$ cat src/rtl/mac_tx_arbiter_pkg.sv
// Shared types and helpers for the MAC TX frame arbiter.
package mac_tx_arbiter_pkg;

    typedef enum logic [1:0] {
        ST_IDLE,
        ST_PASS,
        ST_DRAIN
    } arb_state_e;

    localparam int unsigned MAX_FRAME_BEATS = 190;

    // Ceiling log2, never less than 1 so single-entry selectors still get a bit.
    function automatic int unsigned clog2(input int unsigned v);
        int unsigned r;
        r = 0;
        while ((32'd1 << r) < v) r++;
        return (r == 0) ? 1 : r;
    endfunction

endpackage

$ cat src/rtl/mac_tx_arbiter_if.sv
// AXI-stream bundle between the frame sources, the arbiter and the MAC TX port.
interface mac_tx_arbiter_if #(
    parameter int unsigned DATA_WIDTH = 64,
    parameter int unsigned KEEP_WIDTH = 8,
    parameter int unsigned N_REQ      = 2
);
    logic [N_REQ*DATA_WIDTH-1:0] s_axis_tdata;
    logic [N_REQ*KEEP_WIDTH-1:0] s_axis_tkeep;
    logic [N_REQ-1:0]            s_axis_tvalid;
    logic [N_REQ-1:0]            s_axis_tlast;
    logic [N_REQ-1:0]            s_axis_tuser;
    logic [N_REQ-1:0]            s_axis_tready;

    logic [DATA_WIDTH-1:0]       m_axis_tdata;
    logic [KEEP_WIDTH-1:0]       m_axis_tkeep;
    logic                        m_axis_tvalid;
    logic                        m_axis_tlast;
    logic                        m_axis_tuser;
    logic                        m_axis_tready;

    // master: the arbiter, which drives the MAC-facing stream
    modport master (
        input  s_axis_tdata, s_axis_tkeep, s_axis_tvalid, s_axis_tlast, s_axis_tuser,
        input  m_axis_tready,
        output s_axis_tready,
        output m_axis_tdata, m_axis_tkeep, m_axis_tvalid, m_axis_tlast, m_axis_tuser
    );

    modport slave (
        output s_axis_tdata, s_axis_tkeep, s_axis_tvalid, s_axis_tlast, s_axis_tuser,
        output m_axis_tready,
        input  s_axis_tready,
        input  m_axis_tdata, m_axis_tkeep, m_axis_tvalid, m_axis_tlast, m_axis_tuser
    );
endinterface

$ cat src/rtl/mac_tx_arbiter_rr_pick.sv
// Combinational round-robin selector: first requester after last_i, wrapping.
module mac_tx_arbiter_rr_pick #(
    parameter int unsigned N_REQ   = 2,
    parameter int unsigned GRANT_W = 1
) (
    input  logic [N_REQ-1:0]   req_i,
    input  logic [GRANT_W-1:0] last_i,
    output logic               any_o,
    output logic [GRANT_W-1:0] pick_o
);

    int unsigned cand;

    // Walk from farthest to nearest so the nearest hit is the one that sticks.
    always_comb begin
        any_o  = 1'b0;
        pick_o = '0;
        cand   = 0;
        for (int unsigned i = N_REQ; i >= 1; i--) begin
            cand = (32'(last_i) + i) % N_REQ;
            if (req_i[cand]) begin
                any_o  = 1'b1;
                pick_o = GRANT_W'(cand);
            end
        end
    end

endmodule

$ cat src/rtl/mac_tx_arbiter.sv
// Per-frame round-robin arbiter onto the MAC TX stream, with frame-length truncation.
// Build option MAC_TX_ARB_PRIO0_EN: requester 0 takes absolute priority in IDLE.
module mac_tx_arbiter
    import mac_tx_arbiter_pkg::*;
#(
    parameter int unsigned DATA_WIDTH = 64,
    parameter int unsigned KEEP_WIDTH = 8,
    parameter int unsigned N_REQ      = 2,
    parameter int unsigned GRANT_W    = 1,
    parameter int unsigned MAX_BEATS  = MAX_FRAME_BEATS
) (
    input  logic               clk,
    input  logic               resetn,
    mac_tx_arbiter_if.master   axis,
    output logic [GRANT_W-1:0] grant_id,
    output logic               busy,
    output logic               trunc_event
);

    localparam int unsigned CNT_W = clog2(MAX_BEATS + 1);

    arb_state_e         state_q, state_d;
    logic [GRANT_W-1:0] grant_q, grant_d;
    logic [GRANT_W-1:0] last_q, last_d;
    logic [CNT_W-1:0]   cnt_q, cnt_d;
    logic               trunc_q, trunc_d;

    logic [N_REQ-1:0]   rr_req;
    logic               rr_any;
    logic [GRANT_W-1:0] rr_idx;
    logic               start;
    logic [GRANT_W-1:0] pick;
    logic               upd_last;

`ifdef MAC_TX_ARB_PRIO0_EN
    always_comb begin
        rr_req    = axis.s_axis_tvalid;
        rr_req[0] = 1'b0;
    end
    assign start    = axis.s_axis_tvalid[0] | rr_any;
    assign pick     = axis.s_axis_tvalid[0] ? '0 : rr_idx;
    assign upd_last = ~axis.s_axis_tvalid[0];
`else
    assign rr_req   = axis.s_axis_tvalid;
    assign start    = rr_any;
    assign pick     = rr_idx;
    assign upd_last = 1'b1;
`endif

    mac_tx_arbiter_rr_pick #(
        .N_REQ   (N_REQ),
        .GRANT_W (GRANT_W)
    ) u_rr_pick (
        .req_i  (rr_req),
        .last_i (last_q),
        .any_o  (rr_any),
        .pick_o (rr_idx)
    );

    int unsigned           g_idx;
    logic [DATA_WIDTH-1:0] g_data;
    logic [KEEP_WIDTH-1:0] g_keep;
    logic                  g_valid, g_last, g_user;
    logic                  at_limit, force_end;

    always_comb begin
        g_idx   = 32'(grant_q);
        g_data  = axis.s_axis_tdata[g_idx*DATA_WIDTH +: DATA_WIDTH];
        g_keep  = axis.s_axis_tkeep[g_idx*KEEP_WIDTH +: KEEP_WIDTH];
        g_valid = axis.s_axis_tvalid[grant_q];
        g_last  = axis.s_axis_tlast[grant_q];
        g_user  = axis.s_axis_tuser[grant_q];
    end

    assign at_limit  = (cnt_q == CNT_W'(MAX_BEATS - 1));
    assign force_end = at_limit & ~g_last;

    always_ff @(posedge clk or negedge resetn) begin
        if (!resetn) begin
            state_q <= ST_IDLE;
            grant_q <= '0;
            last_q  <= GRANT_W'(N_REQ - 1);
            cnt_q   <= '0;
            trunc_q <= 1'b0;
        end else begin
            state_q <= state_d;
            grant_q <= grant_d;
            last_q  <= last_d;
            cnt_q   <= cnt_d;
            trunc_q <= trunc_d;
        end
    end

    always_comb begin
        state_d            = state_q;
        grant_d            = grant_q;
        last_d             = last_q;
        cnt_d              = cnt_q;
        trunc_d            = 1'b0;
        axis.s_axis_tready = '0;
        axis.m_axis_tdata  = '0;
        axis.m_axis_tkeep  = '0;
        axis.m_axis_tvalid = 1'b0;
        axis.m_axis_tlast  = 1'b0;
        axis.m_axis_tuser  = 1'b0;
        unique case (state_q)
            ST_IDLE: begin
                if (start) begin
                    grant_d = pick;
                    if (upd_last) last_d = pick;
                    cnt_d   = '0;
                    state_d = ST_PASS;
                end
            end
            ST_PASS: begin
                axis.m_axis_tdata           = g_data;
                axis.m_axis_tkeep           = g_keep;
                axis.m_axis_tvalid          = g_valid;
                axis.m_axis_tlast           = g_last | force_end;
                axis.m_axis_tuser           = g_user | force_end;
                axis.s_axis_tready[grant_q] = axis.m_axis_tready;
                if (g_valid && axis.m_axis_tready) begin
                    if (g_last) begin
                        state_d = ST_IDLE;
                    end else if (at_limit) begin
                        trunc_d = 1'b1;
                        state_d = ST_DRAIN;
                    end else begin
                        cnt_d = cnt_q + 1'b1;
                    end
                end
            end
            ST_DRAIN: begin
                // The MAC already saw an abort-tagged end; swallow the rest of the source frame.
                axis.s_axis_tready[grant_q] = 1'b1;
                if (g_valid && g_last) state_d = ST_IDLE;
            end
            default: state_d = ST_IDLE;
        endcase
    end

    assign grant_id    = grant_q;
    assign busy        = (state_q != ST_IDLE);
    assign trunc_event = trunc_q;

endmodule

$ cat src/flat_wrapper.sv
// flat-port wrapper written by rule: the top's interface ports become plain ports
module mac_tx_arbiter_flat import mac_tx_arbiter_pkg::*;
#(
    parameter int unsigned DATA_WIDTH = 64,
    parameter int unsigned KEEP_WIDTH = 8,
    parameter int unsigned N_REQ      = 2,
    parameter int unsigned GRANT_W    = 1,
    parameter int unsigned MAX_BEATS  = MAX_FRAME_BEATS
)
  (clk, resetn, grant_id, busy, trunc_event, axis_s_axis_tdata, axis_s_axis_tkeep, axis_s_axis_tvalid, axis_s_axis_tlast, axis_s_axis_tuser, axis_m_axis_tready, axis_s_axis_tready, axis_m_axis_tdata, axis_m_axis_tkeep, axis_m_axis_tvalid, axis_m_axis_tlast, axis_m_axis_tuser);
  mac_tx_arbiter_if #(.DATA_WIDTH(DATA_WIDTH), .KEEP_WIDTH(KEEP_WIDTH), .N_REQ(N_REQ)) axis_i ();
  input  logic clk;
  input  logic resetn;
  output logic [GRANT_W-1:0] grant_id;
  output logic busy;
  output logic trunc_event;
  input wire logic [$bits(axis_i.s_axis_tdata)-1:0] axis_s_axis_tdata;
  input wire logic [$bits(axis_i.s_axis_tkeep)-1:0] axis_s_axis_tkeep;
  input wire logic [$bits(axis_i.s_axis_tvalid)-1:0] axis_s_axis_tvalid;
  input wire logic [$bits(axis_i.s_axis_tlast)-1:0] axis_s_axis_tlast;
  input wire logic [$bits(axis_i.s_axis_tuser)-1:0] axis_s_axis_tuser;
  input wire logic [$bits(axis_i.m_axis_tready)-1:0] axis_m_axis_tready;
  output wire logic [$bits(axis_i.s_axis_tready)-1:0] axis_s_axis_tready;
  output wire logic [$bits(axis_i.m_axis_tdata)-1:0] axis_m_axis_tdata;
  output wire logic [$bits(axis_i.m_axis_tkeep)-1:0] axis_m_axis_tkeep;
  output wire logic [$bits(axis_i.m_axis_tvalid)-1:0] axis_m_axis_tvalid;
  output wire logic [$bits(axis_i.m_axis_tlast)-1:0] axis_m_axis_tlast;
  output wire logic [$bits(axis_i.m_axis_tuser)-1:0] axis_m_axis_tuser;
  assign axis_i.s_axis_tdata = axis_s_axis_tdata;
  assign axis_i.s_axis_tkeep = axis_s_axis_tkeep;
  assign axis_i.s_axis_tvalid = axis_s_axis_tvalid;
  assign axis_i.s_axis_tlast = axis_s_axis_tlast;
  assign axis_i.s_axis_tuser = axis_s_axis_tuser;
  assign axis_i.m_axis_tready = axis_m_axis_tready;
  assign axis_s_axis_tready = axis_i.s_axis_tready;
  assign axis_m_axis_tdata = axis_i.m_axis_tdata;
  assign axis_m_axis_tkeep = axis_i.m_axis_tkeep;
  assign axis_m_axis_tvalid = axis_i.m_axis_tvalid;
  assign axis_m_axis_tlast = axis_i.m_axis_tlast;
  assign axis_m_axis_tuser = axis_i.m_axis_tuser;
  mac_tx_arbiter #(.DATA_WIDTH(DATA_WIDTH), .KEEP_WIDTH(KEEP_WIDTH), .N_REQ(N_REQ), .GRANT_W(GRANT_W), .MAX_BEATS(MAX_BEATS)) u_core (.clk(clk), .resetn(resetn), .axis(axis_i), .grant_id(grant_id), .busy(busy), .trunc_event(trunc_event));
endmodule
$ cat config.mk
export PLATFORM = sky130hd
export DESIGN_NAME = mac_tx_arbiter_flat
export DESIGN_NICKNAME = d
export VERILOG_FILES = /design/src/rtl/mac_tx_arbiter_pkg.sv /design/src/rtl/mac_tx_arbiter_if.sv /design/src/rtl/mac_tx_arbiter_rr_pick.sv /design/src/rtl/mac_tx_arbiter.sv /design/src/flat_wrapper.sv
export SDC_FILE = /design/constraint.sdc
export NUM_CORES = 1
export LEC_CHECK = 0
export ABC_CLOCK_PERIOD_IN_PS = 2500
export BUFFER_PORTS_ARGS = -buffer_cell sky130_fd_sc_hd__buf_2
export CORE_MARGIN = 8
export CORE_UTILIZATION = 35
export CTS_CLUSTER_DIAMETER = 100
export DETAILED_ROUTE_END_ITERATION = 10
export GPL_ROUTABILITY_DRIVEN = 0
export PLACE_DENSITY = 0.85
export SYNTH_ARGS = -nofsm -noshare
export SYNTH_HDL_FRONTEND = slang
export SYNTH_SLANG_ARGS = --single-unit
$ cat constraint.sdc
create_clock -name clk -period 2.5 [get_ports clk]
set_input_delay 0.5 -clock clk [delete_from_list [all_inputs] [get_ports clk]]
set_output_delay 0.5 -clock clk [all_outputs]
set_load 0.01 [all_outputs]
* Yosys cells after proc, flatten, opt, wreduce, memory -nomap -nowiden
Index checks and enable logic that the tools add are counted. W data, S select, Z words.
Storage, ports and cells: register bits after elaboration 13, latch bits 0, memory bits (writable) 0, ROM bits 0, bits of input ports 153, output and inout port bits 80, logic and storage cells 74, memories kept 0
Cells by class: $add $sub $neg 3, multipliers 0, div/mod/pow operators 0, magnitude comparators 4, eq/ne operators 9, shift operators 2, multiplexer cells 37, bitwise gates (word level) 5, reduce and logical (&&, ||, !) cells 9
Operators by type and width (count):
- $shiftx A128 B8 Y64 | 1
- $mux W64 | 1
- $mux W8 | 5
- $mux W1 | 22
- $pmux W8 S2 | 1
- $shiftx A16 B5 Y8 | 1
- $mux W2 | 5
- $add A8 B1 Y8 const B | 1
- $eq A8 B8 Y1 const B | 1
- $lt A1 B2 Y1 const B | 3
- $ne A2 B1 Y1 const B | 3
- $pmux W2 S3 | 1
- $reduce_and A5 Y1 | 1
- $ne A2 B2 Y1 const B | 2
- $pmux W2 S2 | 1
- $reduce_and A4 Y1 | 1
- $reduce_bool A2 Y1 | 2
- $logic_and A1 B1 Y1 | 3
- $ne A3 B1 Y1 const B | 1
- $add A1 B1 Y1 const B | 2
- $and A2 B2 Y2 | 1
- $eq A2 B1 Y1 const B | 1
- $eq A2 B2 Y1 const B | 1
- $logic_not A2 Y1 | 1
- other kinds (6) | 7

* Longest topological paths before layout
Gate-level depths: netlist of run 1.
depth in word-level cells 7, gate-level depth with buffers 8, gate-level depth less buffers 7

* Hierarchy
Synthesis of run 1 repeated with hierarchy kept, for this count alone.
Second synthesis, totals: cells, all modules 253, area total of the unflattened synthesis 1939.4 sq um
Modules (own cells, without submodules):
- mac_tx_arbiter | instances 1, cells an instance 251, area an instance 1925.6 sq um
- mac_tx_arbiter_rr_pick | instances 1, cells an instance 2, area an instance 13.8 sq um

* Worst setup path after synthesis of run 1
No wires, ideal clock.
kind register to output, start reg u_core.grant_q, in the netlist u_core.grant_id, end out axis_m_axis_tuser, data arrival time 1.495 ns, required time 2.000 ns, setup slack 0.505 ns, stages on the path, launching flop included 6, path buffers 3, cell sequence dfrtp_1 buf_2 buf_2 buf_2 mux2i_1 a21boi_0
On the way: word-level cells in the longest chain between the ends 6
Ends and longest elaborated chain:
- start: declaration | line mac_tx_arbiter.sv:23 | logic [GRANT_W-1:0] grant_q, grant_d;
- start signal: assignment | line mac_tx_arbiter.sv:87 | grant_q <= grant_d;
- $mux W1 (not written as such) (2 in series) | line mac_tx_arbiter.sv:71 | g_last = axis.s_axis_tlast[grant_q];
- $not A1 Y1 | line mac_tx_arbiter.sv:76 | assign force_end = at_limit & ~g_last;
- $and A1 B1 Y1 | line mac_tx_arbiter.sv:76
- $or A1 B1 Y1 * | line mac_tx_arbiter.sv:120 | axis.m_axis_tuser = g_user | force_end;
- $mux W1 * | line mac_tx_arbiter.sv:106 | unique case (state_q)
- end: declaration | line flat_wrapper.sv:28 | output wire logic [$bits(axis_i.m_axis_tuser)-1:0] axis_m_axis_tuser;
Every way passes the cells marked *; elsewhere a longest branch is shown, timed or not. The select of a mux whose other input is x is not followed.

* Worst setup path after layout of run 1
start reg u_core.cnt_q[1], end out axis_m_axis_tuser
On the way: word-level cells in the longest chain between the ends 4
Ends and longest elaborated chain:
- start: declaration | line mac_tx_arbiter.sv:25 | logic [CNT_W-1:0] cnt_q, cnt_d;
- start signal: assignment | line mac_tx_arbiter.sv:89 | cnt_q <= cnt_d;
- $eq A8 B8 Y1 | line mac_tx_arbiter.sv:75 | assign at_limit = (cnt_q == CNT_W'(MAX_BEATS - 1));
- $and A1 B1 Y1 | line mac_tx_arbiter.sv:76
- $or A1 B1 Y1 | line mac_tx_arbiter.sv:120
- $mux W1 | line mac_tx_arbiter.sv:106
Every way passes these cells.

==> results of run 1 <==
==> flip-flops by register name, indices dropped and copies added, names as in the netlist <==
| name | flops |
|---|---|
| u_core.trunc_event | 1 |
| u_core.last_q | 1 |
| u_core.state_q | 2 |
| u_core.grant_id | 1 |
| u_core.cnt_q | 8 |
==> power groups by stage <==
stage	sequential, mW	combinational, mW	clock [mW]
finish	0.365	2.67	0.195
floorplan	0.312	1.80	0
global route	0.374	2.90	0.205
global placement	0.358	2.63	0
CTS	0.364	2.70	0.200
detailed placement	0.368	2.69	0
==> logic make-up (layout without fill, tap and decap cells) <==
group                    Yosys count  after routing
AO/OA/AOI/OAI                     23             23
XOR/XNOR                           2              2
adder cells (fa/ha/maj)            5              5
buffers and inverters             25            248
flip-flops                        13             13
multiplexers                      77             77
other                              0              1
AND/OR/NAND/NOR                  109            109
==> path summary, 6_finish.rpt <==
| check | end | from | slack (ns) |
|---|---|---|---|
| setup / recovery | axis_m_axis_tuser | u_core.cnt_q[1] | 0.20 |
| hold / removal | u_core.cnt_q[1] | resetn | 0.13 |
| setup reg to reg | u_core.cnt_q[3] | u_core.state_q[1] | 0.50 |
| hold reg to reg | u_core.last_q | u_core.last_q | 0.53 |
| max in group asynchronous | u_core.last_q | resetn | 2.09 |
| min in group clk | u_core.last_q | axis_s_axis_tvalid[0] | 0.51 |
==> layout make-up <==
cell class / instances / share of cell area, %
clock inverter: 1 / 0.146
multi-input combinational: 216 / 49.7
tap: 75 / 2.74
antenna: 1 / 0.0730
inverter: 7 / 0.767
sequential: 13 / 9.64
clock buffer: 3 / 1.20
timing repair buffer: 237 / 35.7
==> cell usage in the layout, fill, tap and decap left out, types with 2 or more instances in the layout <==
cell	Yosys	routed
nor2_1	8	8
and3b_1	2	2
buf_12	0	2
buf_2	10	232
a31oi_1	2	2
mux2i_1	76	76
a21oi_1	3	3
nand2b_1	2	2
nor2b_1	74	74
and3_1	2	2
buf_4	0	3
o21ai_0	7	7
clkbuf_8	0	3
a21boi_0	2	2
xor2_1	2	2
nand2_1	5	5
ha_1	5	4
nand3_1	4	4
dfrtp_1	12	11
inv_1	7	7
==> worst reg2reg max path, cell delays in order, from the launching register on <==
cell and delay (ns):
dfrtp_1 0.39, inv_1 0.10, ha_2 0.29, buf_4 0.27
nand2_4 0.10, nor4_4 0.44, and3_1 0.23, a221o_2 0.11
==> stage by stage <==
| stage | cell area (um^2) | hold slack, ns | setup WS (ns) | util, % |
|---|---|---|---|---|
| final | 3430 | 0.127 | 0.202 | 57.9 |
| after global routing | 3430 | 0.154 | 0.145 | 57.9 |
| after CTS | 3420 | 0.135 | 0.215 | 57.8 |
| after detailed placement | 3380 | 0.405 | 0.493 | 57.1 |
| after global placement | 3380 | 0.400 | 0.588 | 57.1 |
| after floorplan | 2130 | 0.204 | 0.505 | - |
==> routing by layer <==
| layer | wire (um) | part of all wire, % |
|---|---|---|
| met4 | 63 | 0.65 |
| met3 | 929 | 9.6 |
| met1 | 3620 | 38 |
| met5 | 10 | 0.10 |
| met2 | 5020 | 52 |
==> Yosys cell counts, drive strengths merged (2+ instances only) <==
cell	n
a21boi	3
a21oi	4
a22o	2
a31oi	2
and3	2
and3b	2
buf	10
clkbuf	8
dfrtp	12
ha	5
inv	7
mux2i	77
nand2	6
nand2b	2
nand3	4
nor2	9
nor2b	74
o21ai	8
xor2	2
==> results.yml, run 1 <==
run_status:
  outcome: "completed"
route:
  firstDrtPassIters: 4
  ant_nets: 0
  wl_per_cell_um: 17.4
  route.detailed.drc: 0
  first_iter_violations: 51
  vias: 2651
  drt-total-wl_um: 9650
  via_per_inst: 4.79
power:
  p_leak_nw: 2.01
  p_switching_mw: 1.57
  internal_power_mw: 1.67
  swShare_pct: 48.5
  power_mw: 3.23
  seq_power_share_pct: 11.3
  peakVddDrop_uv: 804
  p_per_area_nw_per_um2: 943
  power.share.clock_pct: 6.0
  combPwrFrac_pct: 82.7
logic_synthesis:
  synth_enable_flop_cells: 0
  synth_adder_area_share_pct: 2.93
  syn-cell-area_um2: 2130
  yosys-mux-area-fraction_pct: 36.7
  synth-compound-area-share_pct: 7.21
  synth-simple-area-share_pct: 32.1
  syn_area_per_cell_um2: 8.40
  synth_top_family_by_area: "multiplexers"
  synth-seq-cells: 13
  synth_area_leader_cell: "mux2i_1"
  syn_nets: 412
  seq_area_frac_synth_pct: 15.3
  synth.distinct_cells: 41
  syn_inst: 254
  ys_top_cells_by_area: "mux2i_1 36%, nor2b_1 22%, dfrtp_1 14%"
  async_flop_share_pct: 100
  synthXorXnorAreaFrac_pct: 0.821
  yosysTopAreaCellShare_pct: 35.6
  ys_dominant_reg_cell: "dfrtp_1"
  synth_warnings: 0
sta:
  worst_slew_margin_rel_pct: 71.9
  finalSetupViolCount: 0
  fmax_mhz: 435
  finalCritPeriodShare_pct: 91.9
  hold_viol: 0
  tightest_slew_ns: 0.419
  min_period_ns: 2.30
  rsz0062_at_grt: "no"
  fin_skew_ns: 0.00477
  slew_viol_final: 0
  setup-tns-final_ns: 0
die:
  ios: 233
  die_area_um2: 8850
  die_w_um: 94.1
  die_y_um: 94.1
  floorplan.initialDensity_pct: 36.1
  rows: 28
  core_um2: 5920
grt:
  grt_pass1_wl_um: 13900
  grt_overflow_total: 0
  grt_max_degree: 50
  met2_usage_pct: 35.6
  track_usage_pct: 19.3
  use_met1_pct: 21.1
  use_met3_pct: 6.24
  grt_pass1_vias: 2736
  grt.busiest_layer: "met2"
  antenna_found_initial: 2
clock_tree:
  cts_max_level: 1
  cts_buffers: 3
  cts_root_buf: "clkbuf_8"
  postCtsSetupBuffers: 0
  hold_buffers: 0
  cts_tree: "yes"
  cts.clk_slew.worst_paths_ns: 0.06
  cts.sinks: 13
  cts-resized-gates: 0
  insertion_delay_ns: 0.25
  cts_buffer_depth: 2
cells_and_area:
  final-seq-area_um2: 330
  fill_cells: 535
  drive_above_1_share_pct: 52.8
  final_nets: 636
  multi_input_area_um2: 1700
  area_delta_synth_final_pct: 60.6
  stdcell_count: 553
worst_setup_path:
  crit_slowest_cell: "dfrtp_1"
  r2r_cells: 7
  crit_type: "reg2out"
  cp-end-kind: "output pin"
  cp.depth: 7
  path_max_fanout: 4
  startpoint_type: "register"
  worstPathCellList: "inv_1 -> ha_1 -> and4b_1 -> and4_4 -> nand2_1 -> a21boi_0 -> buf_2"
  required_ns: 2.00
  path_delay_family: "simple AND/OR/NAND/NOR gates"
  path_buf_inv: 2
  crit_arrival_ns: 1.80
  slowest_delay_ns: 0.41
place:
  dp_hpwl_um: 8350
  placed_cells: 548
  port_buffers: 232
run:
  drv_cap: 0
min_path:
  hold_class: "in2async"
No activity file was read; power rests on OpenSTA's default activity.
==> inputs of run 2 (changes only) <==
Settings changed: CORE_UTILIZATION 35 to 34, PLACE_DENSITY 0.85 to 0.86, SYNTH_HIERARCHICAL set to 1.
==> run 2 against run 1 <==
Non-clock buffer count up 1; first-iteration DRC count up 100%; combinational power down 9.0%; highest routed layer is now met4.
==> results.yml, run 2 <==
die:
  ios: 233
  rows: 27
  core_um2: 5510
  die_w_um: 91.5
  floorplan.initialDensity_pct: 35.2
  die_area_um2: 8380
  die_y_um: 91.5
logic_synthesis:
  async_flop_share_pct: 100
  synth_area_leader_cell: "mux2i_1"
  yosys-mux-area-fraction_pct: 40.3
  synthXorXnorAreaFrac_pct: 0
  syn-cell-area_um2: 1940
  synth-seq-cells: 13
  ys_top_cells_by_area: "mux2i_1 40%, dfrtp_1 15%, nor2_1 14%"
  synth_warnings: 6
  ys_dominant_reg_cell: "dfrtp_1"
  synth_most_common_cell: "mux2i_1"
  syn_nets: 412
  synth_enable_flop_cells: 0
  seq_area_frac_synth_pct: 16.8
  synth-compound-area-share_pct: 8.71
  synth.top_cells.by_count: "77 x mux2i_1, 74 x nor2_1, 12 x dfrtp_1"
  synth_top_family_by_area: "multiplexers"
  synth_adder_area_share_pct: 3.87
  syn_inst: 253
  syn_area_per_cell_um2: 7.67
  yosysTopAreaCellShare_pct: 39.7
  synth-simple-area-share_pct: 23.9
  synth.distinct_cells: 36
grt:
  antenna_found_initial: 10
  grt_overflow_total: 0
  grt_pass1_vias: 2763
  grt_max_degree: 75
  grt_pass1_wl_um: 15200
  track_usage_pct: 22.9
cells_and_area:
  final_common_cell: "buf_2"
  reg_top3: "u_core/cnt_q x8, u_core/state_q x2"
  final_nets: 635
  stdcell_area_um2: 3220
  largest_reg_flops: 8
  stdcell_count: 557
  final-seq-area_um2: 330
  drive_above_1_share_pct: 52.0
  multi_input_area_um2: 1490
  fill_cells: 519
  area_delta_synth_final_pct: 66.3
  mostFrequentLayoutCells: "232 x buf_2, 77 x mux2i_1, 74 x nor2_1, 11 x dfrtp_1"
  top_register: "u_core/cnt_q"
sta:
  fin_skew_ns: 0.00154
  tightest_slew_ns: 0.517
  min_period_ns: 2.32
  rsz0062_at_grt: "no"
  fmax_mhz: 430
  worst_slew_margin_rel_pct: 65.5
  finalSetupViolCount: 0
  setup-tns-final_ns: 0
  slew_viol_final: 0
  finalCritPeriodShare_pct: 93.0
  hold_viol: 0
place:
  placed_cells: 543
  dp_hpwl_um: 9160
  placed_cell_area_um2: 3150
  port_buffers: 232
power:
  swShare_pct: 52.3
  p_switching_mw: 1.56
  peakVddDrop_uv: 713
  combPwrFrac_pct: 81.7
  p_leak_nw: 1.89
  p_per_area_nw_per_um2: 924
  internal_power_mw: 1.42
  power.share.clock_pct: 6.3
  seq_power_share_pct: 12.0
clock_tree:
  cts_max_level: 1
  cts.clk_slew.worst_paths_ns: 0.05
  cts_buffers: 3
  postCtsSetupBuffers: 0
  cts_root_buf: "clkbuf_8"
  cts.sinks: 13
  cts_buffer_depth: 2
  hold_buffers: 0
  insertion_delay_ns: 0.24
  cts_tree: "yes"
worst_setup_path:
  crit_type: "reg2out"
  cp-end-kind: "output pin"
  crit_arrival_ns: 1.82
  worstPathCellList: "buf_4 -> mux2i_1 -> nor2_1 -> buf_2"
  reg2reg_slack_ns: 0.57
  crit_slowest_cell: "dfrtp_4"
  startpoint_type: "register"
  slowest_delay_ns: 0.58
  required_ns: 2.00
  path_max_fanout: 25
route:
  route.detailed.drc: 0
  first_iter_violations: 102
  ant_nets: 0
  firstDrtPassIters: 4
  drt-total-wl_um: 10700
  vias: 2778
  via_per_inst: 4.99
  wl_per_cell_um: 19.1
run_status:
  outcome: "completed"
min_path:
  hold_class: "in2async"
run:
  drv_cap: 0
run 2: layer usage:
metal  global-route usage, %  share of wire [%]
met5                       0                  0
met4                    13.9                3.2
met3                    5.27                6.7
met2                    44.9                 57
met1                    20.5                 33
run 2: stage by stage:
stage / hold slack [ns] / util (%) / power [mW] / setup slack [ns]
after CTS: 0.147 / 58.0 / 2.99 / 0.0497
after global placement: 0.405 / 57.2 / 2.73 / 0.363
final: 0.141 / 58.6 / 2.98 / 0.176
after global routing: 0.160 / 58.6 / 3.20 / 0.0681
after floorplan: 0.204 / - / 1.92 / 0.482
after detailed placement: 0.410 / 57.2 / 2.79 / 0.318
run 2: critical path: cells and delay by family, from the launching register on:
family	cells	cell delay [ns]
AND/OR/NAND/NOR	1	0.08
buffers and inverters	2	0.60
flip-flops	1	0.58
multiplexers	1	0.29
run 2: worst paths after layout:
| kind | from | endpoint | cells past startpoint |
|---|---|---|---|
| max | u_core/grant_id | axis_m_axis_tdata[33] | 4 |
| min | resetn | u_core/cnt_q[2] | 1 |
| max reg2reg | u_core/grant_id | u_core/state_q[0] | 5 |
| min reg2reg | u_core/last_q | u_core/last_q | 1 |
| max in group asynchronous | resetn | u_core/last_q | 1 |
| min in group clk | u_core/last_q | u_core/last_q | 1 |
run 2: logic make-up after synthesis:
group	Yosys count
compound gates	24
fa+ha+maj	6
buf+inv	29
flops	13
mux	78
simple gates	103
run 2: power by group through the flow:
stage / registers, mW / logic (mW) / clock network (mW)
2_1_floorplan: 0.301 / 1.62 / 0
3_3_place_gp: 0.360 / 2.37 / 0
3_5_place_dp: 0.364 / 2.43 / 0
4_1_cts: 0.361 / 2.43 / 0.194
5_1_grt: 0.370 / 2.62 / 0.206
6_report: 0.358 / 2.43 / 0.188
run 2: cell type report:
| type | instances | share of cell area [%] |
|---|---|---|
| repair buffers | 238 | 37.5 |
| inverters | 9 | 1.05 |
| well taps | 72 | 2.79 |
| clock buffers | 4 | 1.40 |
| flip-flops and latches | 13 | 10.2 |
| diodes | 10 | 0.776 |
| multi-input cells | 211 | 46.2 |
run 2: timing repair:
item / CTS / global route
resized for setup: 0 / 1
hold endpoints to repair: 0 / 0
endpoints found under the setup margin: 0 / 74
